==> config.mk <==
export PLATFORM = sky130hd
export DESIGN_NAME = tx_am_scheduler_flat
export DESIGN_NICKNAME = d
export VERILOG_FILES = /design/src/rtl/tx_am_scheduler_if.sv /design/src/rtl/tx_am_scheduler.sv /design/src/flat_wrapper.sv
export SDC_FILE = /design/constraint.sdc
export NUM_CORES = 1
export LEC_CHECK = 0
export BUFFER_PORTS_ARGS = -buffer_cell sky130_fd_sc_hd__buf_4
export CORE_UTILIZATION = 61
export DETAILED_ROUTE_END_ITERATION = 10
export PLACE_DENSITY = 0.89
export SETUP_SLACK_MARGIN = 0.02
export SYNTH_ARGS = -nofsm -noshare
export SYNTH_HDL_FRONTEND = slang
export SYNTH_SLANG_ARGS = --single-unit
==> constraint.sdc <==
create_clock -name TX_CLK -period 2.5 [get_ports TX_CLK]
set_input_delay 0.375 -clock TX_CLK [delete_from_list [all_inputs] [get_ports TX_CLK]]
set_output_delay 0.375 -clock TX_CLK [all_outputs]
set_load 0.005 [all_outputs]
==> src/rtl/tx_am_scheduler_if.sv <==
// Control/status bundle between MAC-side sequencing control and the 40G PCS TX AM scheduler.
// Latency: wires only; all timing lives in the scheduler.
// Backpressure: none on this bundle; src_ready paces the encoder source.
interface tx_am_scheduler_if;
    logic       tx_en;
    logic       test_mode_req;
    logic       src_ready;
    logic       am_insert;
    logic [1:0] am_lane;
    logic       scram_rst;
    logic       tx_test_mode;
    logic [2:0] state_o;

    // Controller side: drives the requests, observes the scheduler outputs.
    modport master (
        output tx_en, test_mode_req,
        input  src_ready, am_insert, am_lane, scram_rst, tx_test_mode, state_o
    );

    // Scheduler side.
    modport slave (
        input  tx_en, test_mode_req,
        output src_ready, am_insert, am_lane, scram_rst, tx_test_mode, state_o
    );
endinterface

==> src/rtl/tx_am_scheduler.sv <==
// Sequences scrambler-reset start-up, encoder pacing and per-lane AM groups for the 40G PCS TX path.
// Latency: outputs decode registered state/counters, so they change one TX_CLK after the deciding input.
// Backpressure: src_ready is low during start-up and AM slots; the encoder must hold its block then.
module tx_am_scheduler #(
    parameter int NUM_LANES      = 4,
    parameter int AM_PERIOD      = 16383,
    parameter int SCR_RST_CYCLES = 8
) (
    input logic              TX_CLK,
    input logic              reset,
    tx_am_scheduler_if.slave ctl
);

    // Terminal counts; blk_cnt is sized so its terminal value is never exceeded.
    localparam int BLK_W = $clog2(AM_PERIOD * NUM_LANES);
    localparam int RST_W = $clog2(SCR_RST_CYCLES + 1);

    localparam logic [BLK_W-1:0] BLK_LAST  = BLK_W'(AM_PERIOD * NUM_LANES - 1);
    localparam logic [RST_W-1:0] RST_LAST  = RST_W'(SCR_RST_CYCLES - 1);
    localparam logic [1:0]       LANE_LAST = 2'(NUM_LANES - 1);

    typedef enum logic [2:0] {
        ST_IDLE     = 3'd0,
        ST_SCR_INIT = 3'd1,
        ST_AM       = 3'd2,
        ST_DATA     = 3'd3
    } state_t;

    state_t            state;
    state_t            state_nxt;
    logic [RST_W-1:0]  rst_cnt;
    logic [1:0]        lane_cnt;
    logic [BLK_W-1:0]  blk_cnt;
    logic              test_mode_q;

    logic              scram_rst;
    logic              src_ready;
    logic              am_insert;
    logic [1:0]        am_lane;

    // State register; reset drops straight to IDLE, truncating any AM group in flight.
    always_ff @(posedge TX_CLK or negedge reset) begin
        if (!reset) begin
            state <= ST_IDLE;
        end else begin
            state <= state_nxt;
        end
    end

    // Counters and test-mode latch; test mode only changes on the last lane of an AM group.
    always_ff @(posedge TX_CLK or negedge reset) begin
        if (!reset) begin
            rst_cnt     <= '0;
            lane_cnt    <= '0;
            blk_cnt     <= '0;
            test_mode_q <= 1'b0;
        end else begin
            case (state)
                ST_IDLE: begin
                    rst_cnt  <= '0;
                    lane_cnt <= '0;
                    blk_cnt  <= '0;
                end
                ST_SCR_INIT: begin
                    rst_cnt <= rst_cnt + 1'b1;
                end
                ST_AM: begin
                    if (lane_cnt == LANE_LAST) begin
                        lane_cnt    <= '0;
                        blk_cnt     <= '0;
                        test_mode_q <= ctl.test_mode_req;
                    end else begin
                        lane_cnt <= lane_cnt + 1'b1;
                    end
                end
                ST_DATA: begin
                    // Terminal count hands over to AM, which clears the counter.
                    if (blk_cnt != BLK_LAST) begin
                        blk_cnt <= blk_cnt + 1'b1;
                    end
                end
                default: begin
                    rst_cnt  <= '0;
                    lane_cnt <= '0;
                    blk_cnt  <= '0;
                end
            endcase
        end
    end

    // Next-state: an AM group, once started, always runs all lanes; tx_en only acts at its end.
    always_comb begin
        state_nxt = state;
        case (state)
            ST_IDLE: begin
                if (ctl.tx_en) begin
                    state_nxt = ST_SCR_INIT;
                end
            end
            ST_SCR_INIT: begin
                if (!ctl.tx_en) begin
                    state_nxt = ST_IDLE;
                end else if (rst_cnt == RST_LAST) begin
                    state_nxt = ST_AM;
                end
            end
            ST_AM: begin
                if (lane_cnt == LANE_LAST) begin
                    state_nxt = ctl.tx_en ? ST_DATA : ST_IDLE;
                end
            end
            ST_DATA: begin
                if (blk_cnt == BLK_LAST) begin
                    state_nxt = ST_AM;
                end
            end
            default: begin
                state_nxt = ST_IDLE;
            end
        endcase
    end

    // Output decode: exactly one of scram_rst/src_ready/am_insert is high in any active state.
    always_comb begin
        scram_rst = 1'b0;
        src_ready = 1'b0;
        am_insert = 1'b0;
        am_lane   = 2'd0;
        case (state)
            ST_IDLE:     scram_rst = 1'b1;
            ST_SCR_INIT: scram_rst = 1'b1;
            ST_AM: begin
                am_insert = 1'b1;
                am_lane   = lane_cnt;
            end
            ST_DATA:     src_ready = 1'b1;
            default:     scram_rst = 1'b1;
        endcase
    end

    assign ctl.scram_rst    = scram_rst;
    assign ctl.src_ready    = src_ready;
    assign ctl.am_insert    = am_insert;
    assign ctl.am_lane      = am_lane;
    assign ctl.tx_test_mode = test_mode_q;
    assign ctl.state_o      = state;

endmodule

==> src/flat_wrapper.sv <==
// flat-port wrapper written by rule: the top's interface ports become plain ports
module tx_am_scheduler_flat 
#(
    parameter int NUM_LANES      = 4,
    parameter int AM_PERIOD      = 16383,
    parameter int SCR_RST_CYCLES = 8
)
  (TX_CLK, reset, ctl_tx_en, ctl_test_mode_req, ctl_src_ready, ctl_am_insert, ctl_am_lane, ctl_scram_rst, ctl_tx_test_mode, ctl_state_o);
  tx_am_scheduler_if ctl_i ();
  input logic TX_CLK;
  input logic reset;
  input wire logic [$bits(ctl_i.tx_en)-1:0] ctl_tx_en;
  input wire logic [$bits(ctl_i.test_mode_req)-1:0] ctl_test_mode_req;
  output wire logic [$bits(ctl_i.src_ready)-1:0] ctl_src_ready;
  output wire logic [$bits(ctl_i.am_insert)-1:0] ctl_am_insert;
  output wire logic [$bits(ctl_i.am_lane)-1:0] ctl_am_lane;
  output wire logic [$bits(ctl_i.scram_rst)-1:0] ctl_scram_rst;
  output wire logic [$bits(ctl_i.tx_test_mode)-1:0] ctl_tx_test_mode;
  output wire logic [$bits(ctl_i.state_o)-1:0] ctl_state_o;
  assign ctl_i.tx_en = ctl_tx_en;
  assign ctl_i.test_mode_req = ctl_test_mode_req;
  assign ctl_src_ready = ctl_i.src_ready;
  assign ctl_am_insert = ctl_i.am_insert;
  assign ctl_am_lane = ctl_i.am_lane;
  assign ctl_scram_rst = ctl_i.scram_rst;
  assign ctl_tx_test_mode = ctl_i.tx_test_mode;
  assign ctl_state_o = ctl_i.state_o;
  tx_am_scheduler #(.NUM_LANES(NUM_LANES), .AM_PERIOD(AM_PERIOD), .SCR_RST_CYCLES(SCR_RST_CYCLES)) u_core (.TX_CLK(TX_CLK), .reset(reset), .ctl(ctl_i));
endmodule
==> impl_metrics.ini, run 1 <==
[finish]
syn2layout_area_growth_pct = 9.537
antenna_cells = 0
layout-drive-gt1-share_pct = 12.50
fin_area_sq_um = 1451
final_core_util_pct = 72.50
finalNetCount = 160

[floorplan]
io_pins = 13
coreArea_sq_um = 2002
start_util_pct = 66.19
rows = 16
fp.dieH_um = 48.61
die_w_um = 48.61
die_area_sq_um = 2362

[sta]
setup_tns_ns = 0
hold_viol_final = 0
skew_ns = 0.01209
grt_setup_unrepaired = no
setup_viol = 0
min_period_ns = 2.069
fin_ws_ns = 0.4307
relSlewSlack_pct = 52.08
period_share_pct = 82.77
max_clock_freq_mhz = 483.3
slew_viol_final = 0
worstMarginPinSlew_ns = 0.7122

[critical_path]
startpoint = u_core.ctl.state_o[1]
regToRegStartpoint = u_core.ctl.state_o[1]
end_kind = output pin
critPathLaunchType = flip-flop
cp_max_fo = 16
required_ns = 2.12
cp_data_arrival_time_ns = 1.69
criticalPathCategory = reg -> out

[drt]
wl_per_cell_um = 14.83
wl_mm = 2.654
final_antenna_net_count = 0
routed_via_density = 6.123
drt_first_pass_iters = 4
via_count = 1096
drc_errors = 0
drt-initial-drc-count = 34

[run_status]
status = finished, final reports clean

[clocking]
postCtsSetupBuffers = 0
clock_path_buffers = 2
cts_tree = yes
cts-root-buf = clkbuf_4
cts.sinks = 25
insertion_delay_ns = 0.32
cts_made_buffers = 3
cts-hold-fix-buffers = 1
cts-htree-levels = 1
cts_resized = 0
path_clk_slew_ns = 0.14

[synthesis]
synth_cell_type_count = 32
synth_area_leader_cell = dfrtp_1
synth.area.top_cells = dfrtp_1, mux2i_1, nand2_1, nand3_1, o21ai_0
yosys_register_bits = 25
synthesis.area_sq_um = 1325
avgSynthCellArea_sq_um = 9.331
netlist_instances = 142
synth_top_area_share_pct = 47.21
ys_seq_area_share_pct = 47.21
yosys_warnings = 0
syn_nets = 149

[hold_path]
hold_start = ctl_test_mode_req
hp-class = in -> reg

[place]
dp_hpwl_mm = 1.949
place_congestion = 0.8740
placed_cell_area_sq_um = 1414
io_buffer_count = 11
detailedPlace.worstSlack_ns = 0.6410

[power]
swShare_pct = 23.80
power_density_nw_per_um2 = 437.2
combPwrFrac_pct = 5.4
cellLeakagePower_nw = 0.6735
seqPwrFrac_pct = 66.0
p_clk_share_pct = 28.5
p_switching_w = 0.0001510
p_int_w = 0.0004835
ir_worst_vdd_mv = 0.3265

[global_routing]
grt_max_degree = 26
grt_first_pass_wirelength_mm = 4.347
grt_pass1_vias = 1043
grt_overflow_total = 0
antenna_found_initial = 0
grt_usage_pct = 23.76

[run]
maxCapViolations = 0
## flip-flops by register name, indices dropped and copies added (netlist names)
signal	count
u_core.lane_cnt	2
u_core.rst_cnt	4
u_core.ctl.tx_test_mode	1
u_core.blk_cnt	16
u_core.ctl.state_o	2
## layout by cell type (no fill, tap or decap), types with 2 or more instances in the layout
cell      count
a21o_1        3
a21oi_1       2
a22o_1        3
and2_1        2
and3_1        2
buf_4        11
clkbuf_4      3
dfrtp_1      25
ha_1          3
inv_1         5
mux2i_1      10
nand2_1      22
nand2b_1      3
nand3_1      11
nand4_1       4
nor2_1        9
nor3_1        3
nor4_1        2
o211ai_1      3
o21ai_0      10
o31ai_1       3
or4_1         2
## per-layer routing
metal / track usage [%] / up-vias / part of all wire (%)
met2: 42.82 / 20 / 53
met1: 27.03 / 542 / 42
met4: 9.804 / 0 / 1.7
met3: 5.031 / 7 / 3.3
li1: - / 527 / -
met5: 0 / - / 0
## cell usage after synthesis, drive strengths merged
cell	number
dfrtp	25
nand3	11
nand2b	3
a21o	3
a31oi	1
or2	1
o31ai	3
and2	2
o211ai	3
nand2	22
mux2i	10
ha	3
nand4b	1
o21ai	10
inv	5
conb	1
mux2	1
nor4	2
or4	3
buf	1
o21ba	1
a22o	3
nand4	5
nor3	3
clkbuf	5
o311ai	1
a21oi	2
nor2	9
and3	2
## cell families after synthesis
logic type / share of synthesized area, %
AOI/OAI and AO/OA: 13.50
adders and majority gates: 2.833
buffers and inverters: 3.494
DFF: 47.21
muxes: 8.404
other: 0.2830
and+or+nand+nor: 24.27
## metrics by stage
step | instances | hold WS, ns | power [W]
3_3_place_gp | 174 | 0.2895 | 0.0004591
3_5_place_dp | 174 | 0.2933 | 0.0004606
4_1_cts | 179 | 0.2686 | 0.0006357
5_1_grt | 179 | 0.2717 | 0.0006541
6_report | 179 | 0.2685 | 0.0006345
2_1_floorplan | 142 | 0.07941 | 0.0004422
## final cells by class
class / instances / area, sq um
tap: 27 / 33.78
fill: 155 / 550.5
clock inverter: 1 / 5.005
multi-input combinational: 106 / 653.1
timing repair buffer: 12 / 92.59
inverter: 5 / 18.77
clock buffer: 3 / 22.52
sequential: 25 / 625.6
## worst max-delay path: stages (launching register included)
cell and delay, ns:
dfrtp_1 0.66, inv_1 0.17, nor2_1 0.25, and2_1 0.18, buf_4 0.11
## power groups by stage
stage               sequential (W)  clock, W  combinational, W
finish                    0.000419  0.000181         0.0000343
global route              0.000420  0.000194         0.0000395
CTS                       0.000419  0.000181         0.0000354
detailed placement        0.000426         0         0.0000342
global placement          0.000426         0         0.0000330
floorplan                 0.000423         0         0.0000194
## final timing paths
path | to | slack [ns] | depth (start not counted)
max | ctl_am_lane[1] | 0.43 | 4
min reg2reg | u_core.blk_cnt[15] | 0.51 | 1
min | u_core.ctl.tx_test_mode | 0.27 | 2
min in group asynchronous | u_core.ctl.state_o[1] | 0.46 | 2
max in group asynchronous | u_core.blk_cnt[1] | 1.79 | 2
max reg2reg | u_core.blk_cnt[11] | 0.60 | 4
(Power assumes the default switching activity.)
==> inputs of run 2 (changes only) <==
- ABC_AREA: unset -> 1
- CORE_UTILIZATION: 61 -> 58
- PLACE_DENSITY: 0.89 -> 0.85
- clock period: 2.5 -> 2.1 ns (I/O delays scaled with it)
==> run 2 against run 1 <==
Wire length rose by 14%. Clock power rose by 18%. Clock skew fell by 0.0035 ns. Critical path type unchanged. Largest power group is now combinational cells.
==> impl_metrics.ini, run 2 <==
[sta]
max_clock_freq_mhz = 561.7
setup_tns_ns = 0
slew_viol_final = 0
grt_setup_unrepaired = no
setup_viol = 0
min_period_ns = 1.780
hold_viol_final = 0
period_share_pct = 84.78
skew_ns = 0.008570

[hold_path]
hp-class = in -> reg
hold_depth = 3
hold_start = ctl_test_mode_req
worstHoldEndpoint = u_core.ctl.tx_test_mode

[finish]
syn2layout_area_growth_pct = 7.944
final_common_cell = nand2_1
fin_area_sq_um = 1649
layout-drive-gt1-share_pct = 14.98
antenna_cells = 0
largest_reg_flops = 16
largestRegisters = u_core.blk_cnt x16, u_core.rst_cnt x4
final_cell_mix = nand2_1, dfrtp_1, nor2_1
finalNetCount = 235
regMostFlops = u_core.blk_cnt

[run_status]
status = finished, final reports clean

[critical_path]
cp_num_buf_inv = 3
critPathLaunchType = flip-flop
timing.rr.end = u_core.blk_cnt[6]
regToRegStartpoint = u_core.blk_cnt[1]
cp_top_family = flip-flops
max_stage_delay_ns = 0.55
cpMaxStageDelayCell = dfrtp_1
path_cells = inv_2, nor2_4, inv_1, nor2_1, buf_4
cp_data_arrival_time_ns = 1.47
criticalPathCategory = reg -> out
cp_max_fo = 8
required_ns = 1.78
r2r_cells = 9
end_kind = output pin
r2r_setup_slack_ns = 0.46

[place]
placed_cell_area_sq_um = 1613
io_buffer_count = 11
dp_hpwl_mm = 2.271
place_congestion = 0.8832

[synthesis]
synth_edf_count = 0
yosys_warnings = 0
ys_async_sr_fraction_pct = 100.0
synth_cell_type_count = 26
yosys_register_bits = 25
synth.most_common_cell = nand2_1
syn_nets = 222
netlist_instances = 215
synth_top_flop_cell = dfrtp_1
synth_top_area_share_pct = 40.95
ys_seq_area_share_pct = 40.95
synth_area_leader_cell = dfrtp_1
yosys-top-cells-count = nand2_1, dfrtp_1, nor2_1, inv_1, nand3_1
avgSynthCellArea_sq_um = 7.106
synthesis.area_sq_um = 1528
synth.area.top_cells = dfrtp_1, nand2_1, nand3_1, nor2_1, inv_1

[clocking]
cts-htree-levels = 1
path_clk_slew_ns = 0.13
insertion_delay_ns = 0.32
cts_resized = 0
cts_made_buffers = 3
cts_tree = yes
clock_path_buffers = 2
postCtsSetupBuffers = 0
cts.sinks = 25
cts-hold-fix-buffers = 1
cts-root-buf = clkbuf_4

[drt]
via_count = 1356
routed_via_density = 5.276
drc_errors = 0
drt_first_pass_iters = 4
wl_per_cell_um = 11.80
wl_mm = 3.033
final_antenna_net_count = 0
drt-initial-drc-count = 49

[power]
cellLeakagePower_nw = 0.8324
ir_worst_vdd_mv = 0.7223
power_density_nw_per_um2 = 936.8

[global_routing]
grt_overflow_total = 0
antenna_found_initial = 0
grt_max_degree = 26
grt_pass1_vias = 1158
grt_first_pass_wirelength_mm = 5.085
grt_usage_pct = 24.76

[floorplan]
io_pins = 13
die_w_um = 53.32
coreArea_sq_um = 2477
die_area_sq_um = 2843
fp.dieH_um = 53.32
start_util_pct = 61.67
rows = 18

[run]
maxCapViolations = 0
-- run 2: cell count changes in the layout (fill, tap and decap cells not counted), moves of 4 or more --
cell	delta
nand2_2	+5
inv_2	+5
nand3_1	+7
mux2i_1	-10
o21ai_2	+4
inv_1	+15
nand2_1	+57
nor2_1	+12
-- run 2: layer usage --
layer  global-route usage (%)  part of all wire (%)
met3                    3.736                   4.6
met5                        0                     0
met1                    35.23                    49
met4                    6.579                  0.73
met2                    38.54                    45
-- run 2: worst max-delay path by stage --
stage | startpoint | endpoint | slack (ns) | depth (start not counted)
6_report | u_core.ctl.state_o[1] | ctl_am_lane[0] | 0.32 | 5
5_1_grt | u_core.ctl.state_o[1] | ctl_am_lane[0] | 0.17 | 5
4_1_cts | u_core.ctl.state_o[1] | ctl_am_lane[0] | 0.32 | 5
3_5_place_dp | u_core.blk_cnt[1] | u_core.blk_cnt[6] | 0.51 | 9
3_3_place_gp | u_core.blk_cnt[1] | u_core.blk_cnt[7] | 0.55 | 9
2_1_floorplan | u_core.blk_cnt[0] | u_core.blk_cnt[3] | 0.68 | 9
-- run 2: metrics by stage --
| stage | util [%] | worst slack [ns] | cells | hold WS, ns | total power [W] |
|---|---|---|---|---|---|
| 6_report | 66.57 | 0.3197 | 257 | 0.2324 | 0.001545 |
| 4_1_cts | 66.57 | 0.3205 | 257 | 0.2260 | 0.001546 |
| 3_3_place_gp | 65.10 | 0.5454 | 252 | 0.2352 | 0.001314 |
| 3_5_place_dp | 65.10 | 0.5062 | 252 | 0.2409 | 0.001329 |
| 5_1_grt | 66.57 | 0.1705 | 257 | 0.2347 | 0.001672 |
| 2_1_floorplan | - | 0.6798 | 215 | 0.01941 | 0.001151 |
-- run 2: cells by family (layout without fill, tap and decap cells) --
logic type / Yosys count / in the layout / share of synthesized area (%)
AO/OA/AOI/OAI: 20 / 20 / 8.354
XOR/XNOR: 2 / 2 / 1.147
adder cells (fa/ha/maj): 3 / 3 / 2.457
buffers and inverters: 29 / 41 / 8.435
flip-flops: 25 / 25 / 40.95
other: 1 / 1 / 0.2455
AND/OR/NAND/NOR: 135 / 135 / 38.41
-- run 2: area by class of cell --
cell class                 count  area [sq um]
clock buffer                   4         26.28
fill                         222         828.3
inverter                      25         93.84
multi-input combinational    161         773.2
sequential                    25         625.6
tap                           30         37.54
timing repair buffer          12         92.59
-- run 2: worst reg2reg max path: stages (launching register included) --
cell and delay [ns]:
dfrtp_1 0.40, ha_1 0.22, inv_1 0.09, nor2_1 0.13
nand2_2 0.10, o21ai_4 0.19, nand2_2 0.19, inv_2 0.15
nand2_1 0.07, nand2_1 0.06
-- run 2: power breakdown --
group / internal (W) / leakage, nW / switching, W / total (W)
combinational: 0.000241 / 0.479 / 0.000439 / 0.000680
sequential: 0.000554 / 0.338 / 0.0000970 / 0.000651
clock: 0.0000743 / 0.0150 / 0.000140 / 0.000214
total: 0.000869 / 0.832 / 0.000676 / 0.00154
